[src/rtl/neuron_seq_pkg.sv]
// Shared definitions for the neuron classification sequencer.
// Holds the FSM state encoding and the default image geometry.
package neuron_seq_pkg;

    // 64x64 pixels, one 24-bit word per pixel.
    localparam int DEFAULT_ADDR_DEPTH = 12;
    localparam int DEFAULT_NUM_WORDS  = 4096;

    typedef enum logic [2:0] {
        S_IDLE    = 3'd0,
        S_CLEAR   = 3'd1,
        S_STREAM  = 3'd2,
        S_DRAIN   = 3'd3,
        S_RESULT  = 3'd4,
        S_CAPTURE = 3'd5,
        S_DONE    = 3'd6
    } seq_state_t;

endpackage

[src/rtl/sat_counter.sv]
// Saturating up-counter with synchronous clear (clear has priority).
// Ports: clock, reset (sync, active-high), inc, clr, count[WIDTH-1:0].
module sat_counter #(
    parameter int WIDTH = 16
) (
    input  logic             clock,
    input  logic             reset,
    input  logic             inc,
    input  logic             clr,
    output logic [WIDTH-1:0] count
);

    always_ff @(posedge clock) begin
        if (reset || clr) begin
            count <= '0;
        end else if (inc && (count != '1)) begin
            count <= count + 1'b1;
        end
    end

endmodule

[src/rtl/neuron_sequencer.sv]
// Runs one classification pass of the neuron calculator over an image.
// Ports: start/abort/hold/clear_stats in, memory read, calculator strobes, status and stats out.
module neuron_sequencer
    import neuron_seq_pkg::*;
#(
    parameter int ADDR_DEPTH = DEFAULT_ADDR_DEPTH,
    parameter int NUM_WORDS  = DEFAULT_NUM_WORDS,
    parameter int STAT_WIDTH = 16
) (
    input  logic                  clock,
    input  logic                  reset,
    input  logic                  start,
    input  logic                  abort,
    input  logic                  hold,
    input  logic                  clear_stats,
    output logic [ADDR_DEPTH-1:0] mem_addr,
    output logic                  mem_rd,
    output logic                  calc_reset,
    output logic                  calc_enable,
    output logic                  calc_get_result,
    input  logic                  calc_out,
    output logic                  busy,
    output logic                  done,
    output logic                  is_cat,
    output logic [STAT_WIDTH-1:0] image_count,
    output logic [STAT_WIDTH-1:0] cat_count
);

    // One extra bit so a full 2**ADDR_DEPTH image ends without wrapping.
    localparam logic [ADDR_DEPTH:0] LAST_ADDR = (ADDR_DEPTH+1)'(NUM_WORDS - 1);
    localparam logic [ADDR_DEPTH:0] END_ADDR  = (ADDR_DEPTH+1)'(NUM_WORDS);

    seq_state_t state;
    seq_state_t state_next;

    logic [ADDR_DEPTH:0] addr_cnt;
    logic                cnt_clr;
    logic                cnt_inc;
    logic                capture;

    // After the last issue the counter sits at NUM_WORDS; show 0 instead.
    assign mem_addr = (addr_cnt < END_ADDR) ? addr_cnt[ADDR_DEPTH-1:0] : '0;
    assign busy     = (state != S_IDLE);

    always_ff @(posedge clock) begin
        if (reset) begin
            state    <= S_IDLE;
            addr_cnt <= '0;
            is_cat   <= 1'b0;
        end else begin
            state <= state_next;
            if (cnt_clr) begin
                addr_cnt <= '0;
            end else if (cnt_inc) begin
                addr_cnt <= addr_cnt + 1'b1;
            end
            if (capture) begin
                is_cat <= calc_out;
            end
        end
    end

    always_comb begin
        state_next      = state;
        mem_rd          = 1'b0;
        calc_reset      = 1'b0;
        calc_enable     = 1'b0;
        calc_get_result = 1'b0;
        done            = 1'b0;
        cnt_clr         = 1'b0;
        cnt_inc         = 1'b0;
        capture         = 1'b0;

        unique case (state)
            S_IDLE: begin
                if (start) begin
                    state_next = S_CLEAR;
                end
            end
            S_CLEAR: begin
                calc_reset = 1'b1;
                cnt_clr    = 1'b1;
                state_next = S_STREAM;
            end
            S_STREAM: begin
                if (!hold) begin
                    mem_rd      = 1'b1;
                    calc_enable = 1'b1;
                    cnt_inc     = 1'b1;
                    if (addr_cnt == LAST_ADDR) begin
                        state_next = S_DRAIN;
                    end
                end
            end
            // Last word is accumulated by the calculator in this cycle.
            S_DRAIN: begin
                state_next = S_RESULT;
            end
            S_RESULT: begin
                calc_get_result = 1'b1;
                state_next      = S_CAPTURE;
            end
            S_CAPTURE: begin
                capture    = 1'b1;
                state_next = S_DONE;
            end
            S_DONE: begin
                done       = 1'b1;
                state_next = S_IDLE;
            end
            default: begin
                state_next = S_IDLE;
            end
        endcase

        // Abort overrides hold and progression, and silences every strobe.
        if (abort && (state != S_IDLE)) begin
            state_next      = S_IDLE;
            mem_rd          = 1'b0;
            calc_reset      = 1'b0;
            calc_enable     = 1'b0;
            calc_get_result = 1'b0;
            done            = 1'b0;
            cnt_clr         = 1'b0;
            cnt_inc         = 1'b0;
            capture         = 1'b0;
        end
    end

    sat_counter #(
        .WIDTH (STAT_WIDTH)
    ) u_image_count (
        .clock (clock),
        .reset (reset),
        .inc   (capture),
        .clr   (clear_stats),
        .count (image_count)
    );

    sat_counter #(
        .WIDTH (STAT_WIDTH)
    ) u_cat_count (
        .clock (clock),
        .reset (reset),
        .inc   (capture & calc_out),
        .clr   (clear_stats),
        .count (cat_count)
    );

endmodule
[config.mk]
export PLATFORM = sky130hd
export DESIGN_NAME = neuron_sequencer
export DESIGN_NICKNAME = d
export VERILOG_FILES = /design/src/rtl/neuron_seq_pkg.sv /design/src/rtl/sat_counter.sv /design/src/rtl/neuron_sequencer.sv
export SDC_FILE = /design/constraint.sdc
export NUM_CORES = 1
export LEC_CHECK = 0
export BUFFER_PORTS_ARGS = -buffer_cell sky130_fd_sc_hd__buf_2
export CAP_MARGIN = 20
export CORE_ASPECT_RATIO = 0.75
export CORE_MARGIN = 4
export CORE_UTILIZATION = 40
export CTS_BUF_LIST = sky130_fd_sc_hd__clkbuf_16
export CTS_CLUSTER_DIAMETER = 120
export CTS_CLUSTER_SIZE = 20
export DETAILED_ROUTE_END_ITERATION = 8
export SLEW_MARGIN = 25
export SYNTH_ARGS = -nofsm -noshare
export SYNTH_HDL_FRONTEND = slang
export SYNTH_SLANG_ARGS = --single-unit
[constraint.sdc]
create_clock -name clock -period 2.99 [get_ports clock]
set_clock_uncertainty 0.2 [all_clocks]
set_input_delay 0.1495 -clock clock [delete_from_list [all_inputs] [get_ports clock]]
set_output_delay 0.1495 -clock clock [all_outputs]
set_load 0.005 [all_outputs]
Word level (Yosys, flattened, before mapping)
Cells that the tools add are included.

Register bits after elaboration: 49. Input port bits: 7. Output and inout bits: 51. Word-level logic and storage cells: 47.

Add/sub/neg operators: 3. Order comparisons: 1. Equal/unequal tests: 12. Multiplexer cells: 16. Bitwise gates (word level): 1. Reductions and logical operators: 9.

Operators by type and width (number): adder 16 x 1 -> 16 bit (second input constant) (2); inequality test 16 bit (second input constant) (2); case mux 3 bit (6 select lines) (1); adder 13 x 1 -> 13 bit (second input constant) (1); == test 13 x 12 -> 1 bit (second input constant) (1); < comparator 13 bit (second input constant) (1); two-way mux 12 bit (1); two-way mux 1 bit (11); == test 3 bit (second input constant) (3); two-way mux 3 bit (3); == test 3 x 2 -> 1 bit (second input constant) (2); inequality test 2 bit (second input constant) (3); OR reduction 2 bit (2); == test 3 x 1 -> 1 bit (second input constant) (1); logical AND 1 bit (3); logical NOT 3 bit (1); AND reduction 3 bit (1); nonzero test 3 bit (1); bitwise AND 1 bit (1); logical OR 1 bit (1).

Logic depth before layout (Yosys ltp)
Gate-level depths: netlist (run 1).

Word-level depth: 5. Depth in mapped cells: 8. Gate-level depth less buffers: 6.

Modules after synthesis
A second synthesis (run 1) with hierarchy kept.

Cells, all modules: 299. Area, all modules: 2592.5 um^2.

Modules (own cells, without submodules): sat_counter (instances 2, cells each 95, area an instance 847.1 um^2); neuron_sequencer (instances 1, cells each 109, area an instance 898.4 um^2).

Worst setup path after synthesis (run 1)
OpenSTA, ideal clock, no wires.

Path kind: register to register. Start point: register state[2]. End point: register addr_cnt[12]. Library setup time: 0.128 ns. Arrival time: 1.936 ns. Data required time: 2.662 ns. Setup slack: 0.726 ns. Cell stages (with the launch flop): 7. Buffers on the path: 1. Period minus slack after synthesis: 2.264 ns. Path through: dfxtp_1 buf_6 or4b_4 or4b_4 nor4_4 xnor2_1 nor2_1.

Word-level cells in the longest chain between the ends: 4. Elaborated cells on any way between the ends: 9. Those cells by class: eq/ne (2); mux (4); reduce/logical (3).

Ends and longest elaborated chain: start, declared (RTL line neuron_sequencer.sv:33) `seq_state_t state;`; start signal, assigned (RTL line neuron_sequencer.sv:51) `state <= state_next;`; == test 3 x 1 -> 1 bit / nonzero test 3 bit (equally long branches) (RTL line neuron_sequencer.sv:74, neuron_sequencer.sv:117); two-way mux 1 bit / logical AND 1 bit (equally long branches) (RTL line neuron_sequencer.sv:74, neuron_sequencer.sv:117); two-way mux 1 bit (RTL line neuron_sequencer.sv:117) `if (abort && (state != S_IDLE)) begin`; OR reduction 2 bit (no line); end signal, assigned (RTL line neuron_sequencer.sv:55) `addr_cnt <= addr_cnt + 1'b1;`; end, declared (RTL line neuron_sequencer.sv:36) `logic [ADDR_DEPTH:0] addr_cnt;`.

Several ways; a longest one is shown, not always the timed one. A chain may end at the register's enable or synchronous reset.

Worst setup path in the final report (run 1)
Start point: input port abort. End point: register addr_cnt[12].

Word-level cells in the longest chain between the ends: 3. Elaborated cells on any way between the ends: 4. Those cells by class: mux (2); reduce/logical (2).

Ends and longest elaborated chain: start, declared (RTL line neuron_sequencer.sv:13) `input logic abort,`; logical AND 1 bit * (RTL line neuron_sequencer.sv:117); two-way mux 1 bit (RTL line neuron_sequencer.sv:117); OR reduction 2 bit (no line).

Every way passes the cells marked *; elsewhere a longest branch is shown, timed or not.

==> metrics.txt, run 1 <==
CTS clk-pin slew, worst paths=~0.060 ns; Die W=between 90 and 100 um; TNS Setup=0 ns; CTS buffer count=5; core region area=5886 um^2; cts repair resizes=0; IO Pins=58; RSZ-0062 raised after global routing=false; crit path cell chain=dlygate4sd3_1, buf_2, or4b_4, or4b_4, nor4_4, xnor2_1, nor2_1; critical path arrival=approximately 2.4 ns; drt wl/cell=13.04 um; CTS tree=done; r2r setup slk=~0.59 ns; starting density of the core=0.4194; CTS max path bufs=2; FFs w/ async S/R, synth=0; internal power=slightly below 1 mW; fin crit period=2.420 ns; max cap viols=0; H-tree depth=2; final setup vio count=0; Max Slew Vio Count=0; number of fill cells in the layout=601; hold path start=start; DR vias=~2,100; pre-CTS setup slack=0.6194 ns; Worst Hold Depth=5; Slew headroom=0.4306; initial drt markers=70; CP max-delay cell=or4b_4; Yosys cell types=40; FF-to-FF End=addr_cnt[12]$_SDFFE_PP0P_; number of synthesized flops with an enable pin=0; type of the worst min-delay path=in -> reg; Primary FF master, synth=dfxtp_1; Lkg Pwr=1.127 nW; Setup crit end kind=register; Final nets=357; Max Fclk=slightly above 0.4 GHz; layout cell share with drive strength beyond 1=0.2184; Final WS setup=roughly 0.57 ns; Worst path max stage delay=approximately 0.55 ns; sequential fraction of the synthesis area=0.3974; Switch Pwr=0.2642 mW; #FFs+latches synth=49; vias in the first global route=1,900; CP Class=in -> reg; clock latency at the later pin of the worst-skew pair=0.28 ns; crit-path leading delay family=simple AND/OR/NAND/NOR gates; number of synthesis warnings=0; Vias/cell=between 5 and 6; Hold EP=state[0]$_SDFFE_PP0P_; gpl congestion=0.8330; TritonCTS Sinks=49; diodes inserted=0; die height=~76 um; Least-Margin Pin Slew=~0.85 ns; final core occ=0.5023; detailed-route wire length=5554 um; Std-Cell Rows=24; final worst path period share=0.8092; DP HPWL=4014 um; sequential share of power=0.534; Min Hold Slack=0.1073 ns; CP max FO=9; Max IR drop VDD=0.0002304 V; Sw Ratio=0.2134; # DRC=0; Buf+Inv Stages, Crit Path=2; gr usage total=0.1510; Syn Inst Count=295; reg-to-reg critical path startpoint=state[1]$_SDFFE_PP0P_; die footprint=roughly 7500 um^2; R2R cell count=5; Post-Syn Area=2469 um^2; syn avg cell area=approximately 8.4 um^2; clock share of power=0.435; largest net degree at the start of global routing=33; antenna violations before repair=0; Syn Nets=305; most frequent CP cell=or4b_4; Power per Cell Area=418.7 nW/um^2; status=complete, no violations; first-pass GRT wire length=9377 um; Final ANT Viol Nets=0; Setup Buffers After CTS=0; share of power burned in combinational logic=0.031; gr ovfl total=0; Startpoint Class=input port; Area growth syn-to-layout=19.77%; final hold vios=0; DR pass1 iterations=4; CTS Root Cell=clkbuf_16; I/O Buffers=57; Required @ worst endpoint=2.96 ns
==> worst register-to-register path, stage by stage, from the launching register on <==
cell	delay [ns]
dfxtp_1	0.52
or4b_4	0.54
or4b_4	0.55
nor4_4	0.28
xnor2_1	0.14
nor2_1	0.05
==> state kept, by name (all words and copies together) (netlist names) <==
| name | flops |
|---|---|
| is_cat | 1 |
| addr_cnt | 13 |
| u_image_count.count | 16 |
| state | 3 |
| u_cat_count.count | 16 |
==> kinds of logic after synthesis <==
| logic type | share of synthesized area |
|---|---|
| AO/OA/AOI/OAI | 0.05981 |
| XOR/XNOR | 0.1348 |
| adder cells (fa/ha/maj) | 0.01521 |
| buffers and inverters | 0.04106 |
| flip-flops | 0.3974 |
| multiplexers | 0.004561 |
| AND/OR/NAND/NOR | 0.3472 |
==> synthesized netlist by cell type (2+ instances only) <==
| master | n | area [um^2] |
|---|---|---|
| xor2_1 | 11 | 96.34 |
| nand4b_1 | 2 | 17.52 |
| and4_1 | 5 | 43.79 |
| or3_1 | 3 | 18.77 |
| xnor2_1 | 27 | 236.5 |
| nor2_1 | 52 | 195.2 |
| nand3_1 | 13 | 65.06 |
| a21oi_1 | 9 | 45.04 |
| nand2_1 | 20 | 75.07 |
| nor2b_1 | 11 | 68.82 |
| and4b_1 | 2 | 20.02 |
| or2_2 | 4 | 25.02 |
| nor4b_1 | 3 | 26.28 |
| clkbuf_1 | 14 | 52.55 |
| nor3b_1 | 2 | 15.01 |
| ha_1 | 3 | 37.54 |
| nor4_1 | 10 | 62.56 |
| inv_1 | 8 | 30.03 |
| o21ai_0 | 6 | 30.03 |
| a2111oi_0 | 2 | 17.52 |
| nor3_1 | 9 | 45.04 |
| a211oi_1 | 2 | 15.01 |
| or4b_4 | 2 | 27.53 |
| dfxtp_1 | 49 | 980.9 |
| nand4_1 | 11 | 68.82 |
==> cell usage in the layout, fill, tap and decap left out, types with 2 or more instances in the layout <==
cell | synthesis | routed
nand4b_1 | 2 | 2
or2_2 | 4 | 4
xnor2_1 | 27 | 27
buf_2 | 0 | 57
nand3_1 | 13 | 13
and4_1 | 5 | 5
inv_1 | 8 | 9
nor4b_1 | 3 | 3
nor3_1 | 9 | 9
nor2_1 | 52 | 52
nor4_1 | 10 | 10
dfxtp_1 | 49 | 49
clkbuf_16 | 0 | 5
a21oi_1 | 9 | 9
a2111oi_0 | 2 | 2
a211oi_1 | 2 | 2
or4b_4 | 2 | 2
nor3b_1 | 2 | 2
dlygate4sd3_1 | 0 | 3
xor2_1 | 11 | 11
ha_1 | 3 | 3
and4b_1 | 2 | 2
nand4_1 | 11 | 11
or3_1 | 3 | 3
clkinv_2 | 0 | 2
nor2b_1 | 11 | 11
o21ai_0 | 6 | 6
nand2_1 | 20 | 20
==> power by group through the flow <==
| stage | logic, mW | clock network, mW | registers, mW |
|---|---|---|---|
| 5_1_grt | 0.0429 | 0.596 | 0.662 |
| 2_1_floorplan | 0.0288 | 0 | 0.671 |
| 6_report | 0.0383 | 0.538 | 0.661 |
| 3_5_place_dp | 0.0364 | 0 | 0.676 |
| 4_1_cts | 0.0391 | 0.562 | 0.661 |
| 3_3_place_gp | 0.0365 | 0 | 0.676 |
==> routing by layer <==
| metal | vias to the layer above | part of all wire | global-route usage |
|---|---|---|---|
| li1 | 1130 | - | - |
| met3 | 2 | 0.042 | 0.05489 |
| met4 | 0 | 0.0045 | 0.03274 |
| met5 | - | 0 | 0 |
| met2 | 38 | 0.41 | 0.2099 |
| met1 | 968 | 0.55 | 0.2222 |
==> area by class of cell <==
type	instances	area [um^2]	share of cell area
Clock buffer	5	125.1	0.04232
Clock inverter	3	13.76	0.004655
Inverter	8	30.03	0.01016
Multi-Input combinational cell	222	1386	0.4689
Sequential cell	49	980.9	0.3318
Tap cell	78	97.59	0.03301
Timing Repair Buffer	61	322.8	0.1092
==> per-stage QoR <==
step                      cell area (um^2)  instances  power [mW]
after floorplan                       2469        295      0.6997
after global placement                2788        415      0.7123
after detailed placement              2788        415      0.7122
after CTS                             2957        426       1.262
after global routing                  2957        426       1.301
final                                 2957        426       1.238
==> timing repair <==
item | 4_1_cts | 5_1_grt
hold buffers | 3 | 0
endpoints found under the setup margin | 0 | 0
hold endpoints to repair | 4 | 0
==> how the worst max path moves through the flow <==
stage,slack [ns],cells past startpoint,startpoint,endpoint
2_1_floorplan,0.73,6,state[2]$_SDFFE_PP0P_,addr_cnt[12]$_SDFFE_PP0P_
3_3_place_gp,0.66,5,state[1]$_SDFFE_PP0P_,addr_cnt[12]$_SDFFE_PP0P_
3_5_place_dp,0.62,5,state[1]$_SDFFE_PP0P_,addr_cnt[12]$_SDFFE_PP0P_
4_1_cts,0.58,7,abort,addr_cnt[12]$_SDFFE_PP0P_
5_1_grt,0.45,7,abort,addr_cnt[9]$_SDFFE_PP0P_
6_report,0.57,7,abort,addr_cnt[12]$_SDFFE_PP0P_
(Power assumes the default switching activity.)
==> run 2, diff against run 1 <==
Clock period 2.99 ns to 2.2 ns, I/O delays scaled along.
==> run 2 against run 1 <==
Compared with the run above: the run now ends with setup timing left; via count rose by 6.4%; register-to-register slack lost 0.60 ns; die area is the same; global-route usage up 0.46 points; non-clock buffer count increased by 16; combinational power grew 70%; worst setup slack lost 0.58 ns; final area up 4.6%; core utilization increased by 2.3 points; highest routed layer unchanged.
==> metrics.txt, run 2 (synthesis results as in run 1) <==
status=complete, but fails checks; violated checks=setup timing; CTS clk-pin slew, worst paths=around 0.070 ns; r2r setup slk=-0.01 ns; drt wl/cell=13.03 um; CP Depth=5; CTS buffer count=5; TNS Setup=-0.01431 ns; DP HPWL=4210 um; final setup vio count=1; Setup crit end kind=register; initial drt markers=50; Max Slew Vio Count=0; starting density of the core=0.4194; most frequent cells in the layout=buf_2 (57), nor2_1 (52), dfxtp_1 (49); crit path cell chain=or4b_4, or4b_4, nor3_1, xnor2_1, nor2_1; Worst Hold Depth=5; gpl congestion=0.7744; CP Class=reg -> reg; Final WS setup=-0.01431 ns; fin crit period=2.214 ns; crit-path leading delay family=simple AND/OR/NAND/NOR gates; Final ANT Viol Nets=0; clock latency at the later pin of the worst-skew pair=0.29 ns; core region area=around 6000 um^2; DR vias=2,275; Least-Margin Pin Slew=~0.63 ns; DR pass1 iterations=4; type of the worst min-delay path=in -> reg; gr ovfl total=0; pre-CTS setup slack=0.02438 ns; Area after DPL=between 2000 and 3000 um^2; Final Cell Area=3092 um^2; largest registers=u_cat_count.count: 16 flops, u_image_count.count: 16 flops, addr_cnt: 13 flops; gr usage total=0.1556; # DRC=0; layout cell share with drive strength beyond 1=0.2582; Vias/cell=around 5.1; CP max-delay cell=or4b_4; I/O Buffers=57; detailed-route wire length=5760 um; most frequent CP cell=or4b_4; Die W=98.71 um; reg-to-reg critical path startpoint=state[2]$_SDFFE_PP0P_; final worst path period share=1.007; IO Pins=58; CTS Root Cell=clkbuf_16; antenna violations before repair=0; RSZ-0062 raised after global routing=true; vias in the first global route=approximately 2,100; Final nets=373; R2R cell count=5; die footprint=between 7000 and 8000 um^2; Worst path max stage delay=0.58 ns; CTS max path bufs=2; Slew headroom=0.5773; Hold EP=u_cat_count.count[1]$_SDFFE_PP0P_; Power per Cell Area=542.6 nW/um^2; CTS tree=done; die height=76.04 um; Max IR drop VDD=0.0003245 V; Std-Cell Rows=24; Area growth syn-to-layout=25.24%; FF-to-FF End=addr_cnt[10]$_SDFFE_PP0P_; leading cell type in the layout, fill and taps excluded=buf_2; hold path start=calc_out; diodes inserted=0; Buf+Inv Stages, Crit Path=0; CP max FO=6; critical path arrival=2.17 ns; largest net degree at the start of global routing=33; TritonCTS Sinks=around 50; Lkg Pwr=1.205 nW; Required @ worst endpoint=between 2 and 2.5 ns; H-tree depth=2; max cap viols=0; first-pass GRT wire length=9825 um; final hold vios=0; Startpoint Class=register; Max Fclk=0.4516 GHz
run 2: changes by cell type in the layout (fill, tap and decap cells not counted), sizes merged:
cell	change
inv	-1
buf	+16
clkinv	+1
run 2: routing by layer:
metal	track usage	vias to the layer above	wire length [um]
met5	0	-	0
met4	0.04366	0	57
met3	0.03660	6	233
met2	0.2409	50	2561
met1	0.2164	1055	2907
li1	-	1164	-
run 2: how the worst max path moves through the flow:
stage | endpoint | slack [ns] | start
after floorplan | addr_cnt[12]$_SDFFE_PP0P_ | -0.06 | state[2]$_SDFFE_PP0P_
after global placement | addr_cnt[12]$_SDFFE_PP0P_ | 0.06 | state[2]$_SDFFE_PP0P_
after detailed placement | addr_cnt[10]$_SDFFE_PP0P_ | 0.02 | state[2]$_SDFFE_PP0P_
after CTS | addr_cnt[10]$_SDFFE_PP0P_ | 0.01 | state[2]$_SDFFE_PP0P_
after global routing | addr_cnt[6]$_SDFFE_PP0P_ | -0.02 | state[2]$_SDFFE_PP0P_
final | addr_cnt[10]$_SDFFE_PP0P_ | -0.01 | state[2]$_SDFFE_PP0P_
run 2: area by class of cell:
type	count	area [um^2]
inverters	8	30.03
flip-flops and latches	49	980.9
fillers	633	2794
multi-input cells	222	1403
clock buffers	5	125.1
well taps	78	97.59
clock inverters	3	12.51
repair buffers	77	442.9
run 2: worst reg2reg max path: cells and delay by family (launching register included):
kind                      cells  cell delay (ns)
and+or+nand+nor               4             1.43
DFF                           1             0.31
xor gates and xnor gates      1             0.16
run 2: repair_timing:
action,in CTS,in global routing
hold endpoints to repair,4,0
hold buffers,3,0
endpoints found under the setup margin,0,6
buffers inserted,0,1
resized for setup,0,4
run 2: metrics by stage:
step,hold slack [ns],power [mW],std cells,util
final,0.07363,1.678,442,0.5253
after global routing,0.1275,1.747,442,0.5253
after CTS,0.07373,1.698,441,0.5213
after detailed placement,0.1770,0.9745,430,0.4928
after global placement,0.1751,0.9740,430,0.4928
after floorplan,-0.02093,0.9509,295,-
run 2: report_power, final:
group / internal (mW) / switching [mW]
sequential: 0.890 / 0.00180
combinational: 0.0256 / 0.0396
clock: 0.411 / 0.309
total: 1.33 / 0.351
==> run 3, diff against run 2 <==
Settings changed: GPL_TIMING_DRIVEN from default to 0, SKIP_LAST_GASP from default to 1.
==> run 3 against run 2 <==
Compared with the run above: the run now ends clean; critical path depth unchanged; worst setup slack better by 0.031 ns; final cell count down 0.23%; critical endpoint is now addr_cnt[12]$_SDFFE_PP0P_; combinational power down 0.8%; register-to-register slack better by 0.03 ns.
==> metrics.txt, run 3 (synthesis results as in run 1) <==
status=complete, no violations; DP HPWL=4270 um; r2r setup slk=0.02 ns; number of fill cells in the layout=579; final core occ=0.5389; Least-Margin Pin Slew=0.8223 ns; IO Pins=58; final hold vios=0; leading cell type in the layout, fill and taps excluded=buf_2; H-tree depth=2; CP max FO=6; DR vias=2,270; placed insts=429; clock latency at the later pin of the worst-skew pair=0.29 ns; R2R cell count=5; # DRC=0; most frequent cells in the layout=buf_2 (56), nor2_1 (52), dfxtp_1 (47); Power per Cell Area=approximately 600 nW/um^2; crit path cell chain=or4b_4, or4b_4, nor4_4, xnor2_1, nor2_1; Area after DPL=~2800 um^2; Slew headroom=0.4467; DR pass1 iterations=4; Sw Ratio=0.1972; CTS tree=done; Die W=around 100 um; Final ANT Viol Nets=0; Final nets=372; Hold EP=state[1]$_SDFFE_PP0P_; CP max-delay cell=or4b_4; Std-Cell Rows=24; gr ovfl total=0; drt wl/cell=13.48 um; Switch Pwr=0.3834 mW; TNS Setup=0 ns; Worst path max stage delay=0.57 ns; hold path start=abort; FF-to-FF End=addr_cnt[12]$_SDFFE_PP0P_; layout cell share with drive strength beyond 1=0.2645; sequential share of power=0.459; Worst Hold Depth=2; Required @ worst endpoint=2.16 ns; pre-CTS setup slack=-0.1909 ns; TritonCTS Sinks=49; total chip power=about 2 mW; Max IR drop VDD=about 0.00030 V; die footprint=7505 um^2; Vias/cell=5.147; Final Cell Area=3172 um^2; internal power=1.561 mW; crit-path leading delay family=simple AND/OR/NAND/NOR gates; max cap viols=0; clock share of power=0.508; critical path arrival=2.14 ns; Min Hold Slack=0.03753 ns; Setup crit end kind=register; fin crit period=2.183 ns; CTS clk-pin slew, worst paths=0.07 ns; most frequent CP cell=or4b_4; reg-to-reg critical path startpoint=state[2]$_SDFFE_PP0P_; die height=76.04 um; I/O Buffers=56; core region area=5886 um^2; RSZ-0062 raised after global routing=true; Lkg Pwr=between 1 and 1.5 nW; Final WS setup=0.01675 ns; type of the worst min-delay path=in -> reg; share of power burned in combinational logic=0.033; diodes inserted=0; CTS Root Cell=clkbuf_16; final worst path period share=0.9924; CP Class=reg -> reg; vias in the first global route=1,989; starting density of the core=0.4194; final setup vio count=0; CTS max path bufs=2; Buf+Inv Stages, Crit Path=0; Startpoint Class=register; largest registers=u_cat_count.count: 16 flops, u_image_count.count: 16 flops, addr_cnt: 13 flops; first-pass GRT wire length=9687 um; CTS buffer count=5; antenna violations before repair=0; Max Slew Vio Count=0; initial drt markers=73; gpl congestion=~0.85; Layout Cells excl Fill=441; detailed-route wire length=5943 um; gr usage total=0.1571; largest net degree at the start of global routing=16; Area growth syn-to-layout=28.48%; Max Fclk=0.4580 GHz
==> run 3: how the worst max path moves through the flow <==
stage | endpoint | cells after the start | start | slack [ns]
2_1_floorplan | addr_cnt[12]$_SDFFE_PP0P_ | 6 | state[2]$_SDFFE_PP0P_ | -0.06
3_3_place_gp | addr_cnt[12]$_SDFFE_PP0P_ | 6 | state[2]$_SDFFE_PP0P_ | -0.20
3_5_place_dp | addr_cnt[12]$_SDFFE_PP0P_ | 6 | state[2]$_SDFFE_PP0P_ | -0.19
4_1_cts | u_cat_count.count[8]$_SDFFE_PP0P_ | 6 | state[1]$_SDFFE_PP0P_ | -0.07
5_1_grt | u_cat_count.count[3]$_SDFFE_PP0P_ | 5 | u_cat_count.count[9]$_SDFFE_PP0P_ | -0.09
6_report | addr_cnt[12]$_SDFFE_PP0P_ | 5 | state[2]$_SDFFE_PP0P_ | 0.02
==> run 3: layout make-up <==
type                            instances  area, um^2  share of cell area
Clock inverter                          3       65.06             0.02051
Sequential cell                        49       985.9              0.3108
Multi-Input combinational cell        222        1476              0.4655
Inverter                                8       30.03            0.009467
Timing Repair Buffer                   63       337.8              0.1065
Tap cell                               78       97.59             0.03077
Buffer                                 13       53.80             0.01696
Clock buffer                            5       125.1             0.03945
==> run 3: power groups by stage <==
stage | combinational (mW) | clock, mW | sequential (mW)
floorplan | 0.0391 | 0 | 0.912
global placement | 0.0616 | 0 | 0.913
detailed placement | 0.0624 | 0 | 0.913
CTS | 0.0648 | 1.01 | 0.891
global route | 0.0725 | 1.06 | 0.891
finish | 0.0647 | 0.988 | 0.892
==> run 3: worst reg2reg max path, stage by stage, from the launching register on <==
cell     delay [ns]
dfxtp_4        0.34
or4b_4         0.53
or4b_4         0.57
nor4_4         0.22
xnor2_1        0.16
nor2_1         0.05
==> run 3: routing by layer <==
metal	track usage	share of wire	vias up
li1	-	-	1154
met1	0.2275	0.51	1061
met3	0.05306	0.057	5
met4	0.03547	0.0081	0
met5	0	0	-
met2	0.2247	0.43	50
==> run 3: what timing repair did <==
action                     CTS  global route
setup buffers                2             3
hold buffers                 2             0
pin swaps                    5             4
hold endpoints to repair     4             0
resized for setup            7            15
setup endpoints to repair   19            27
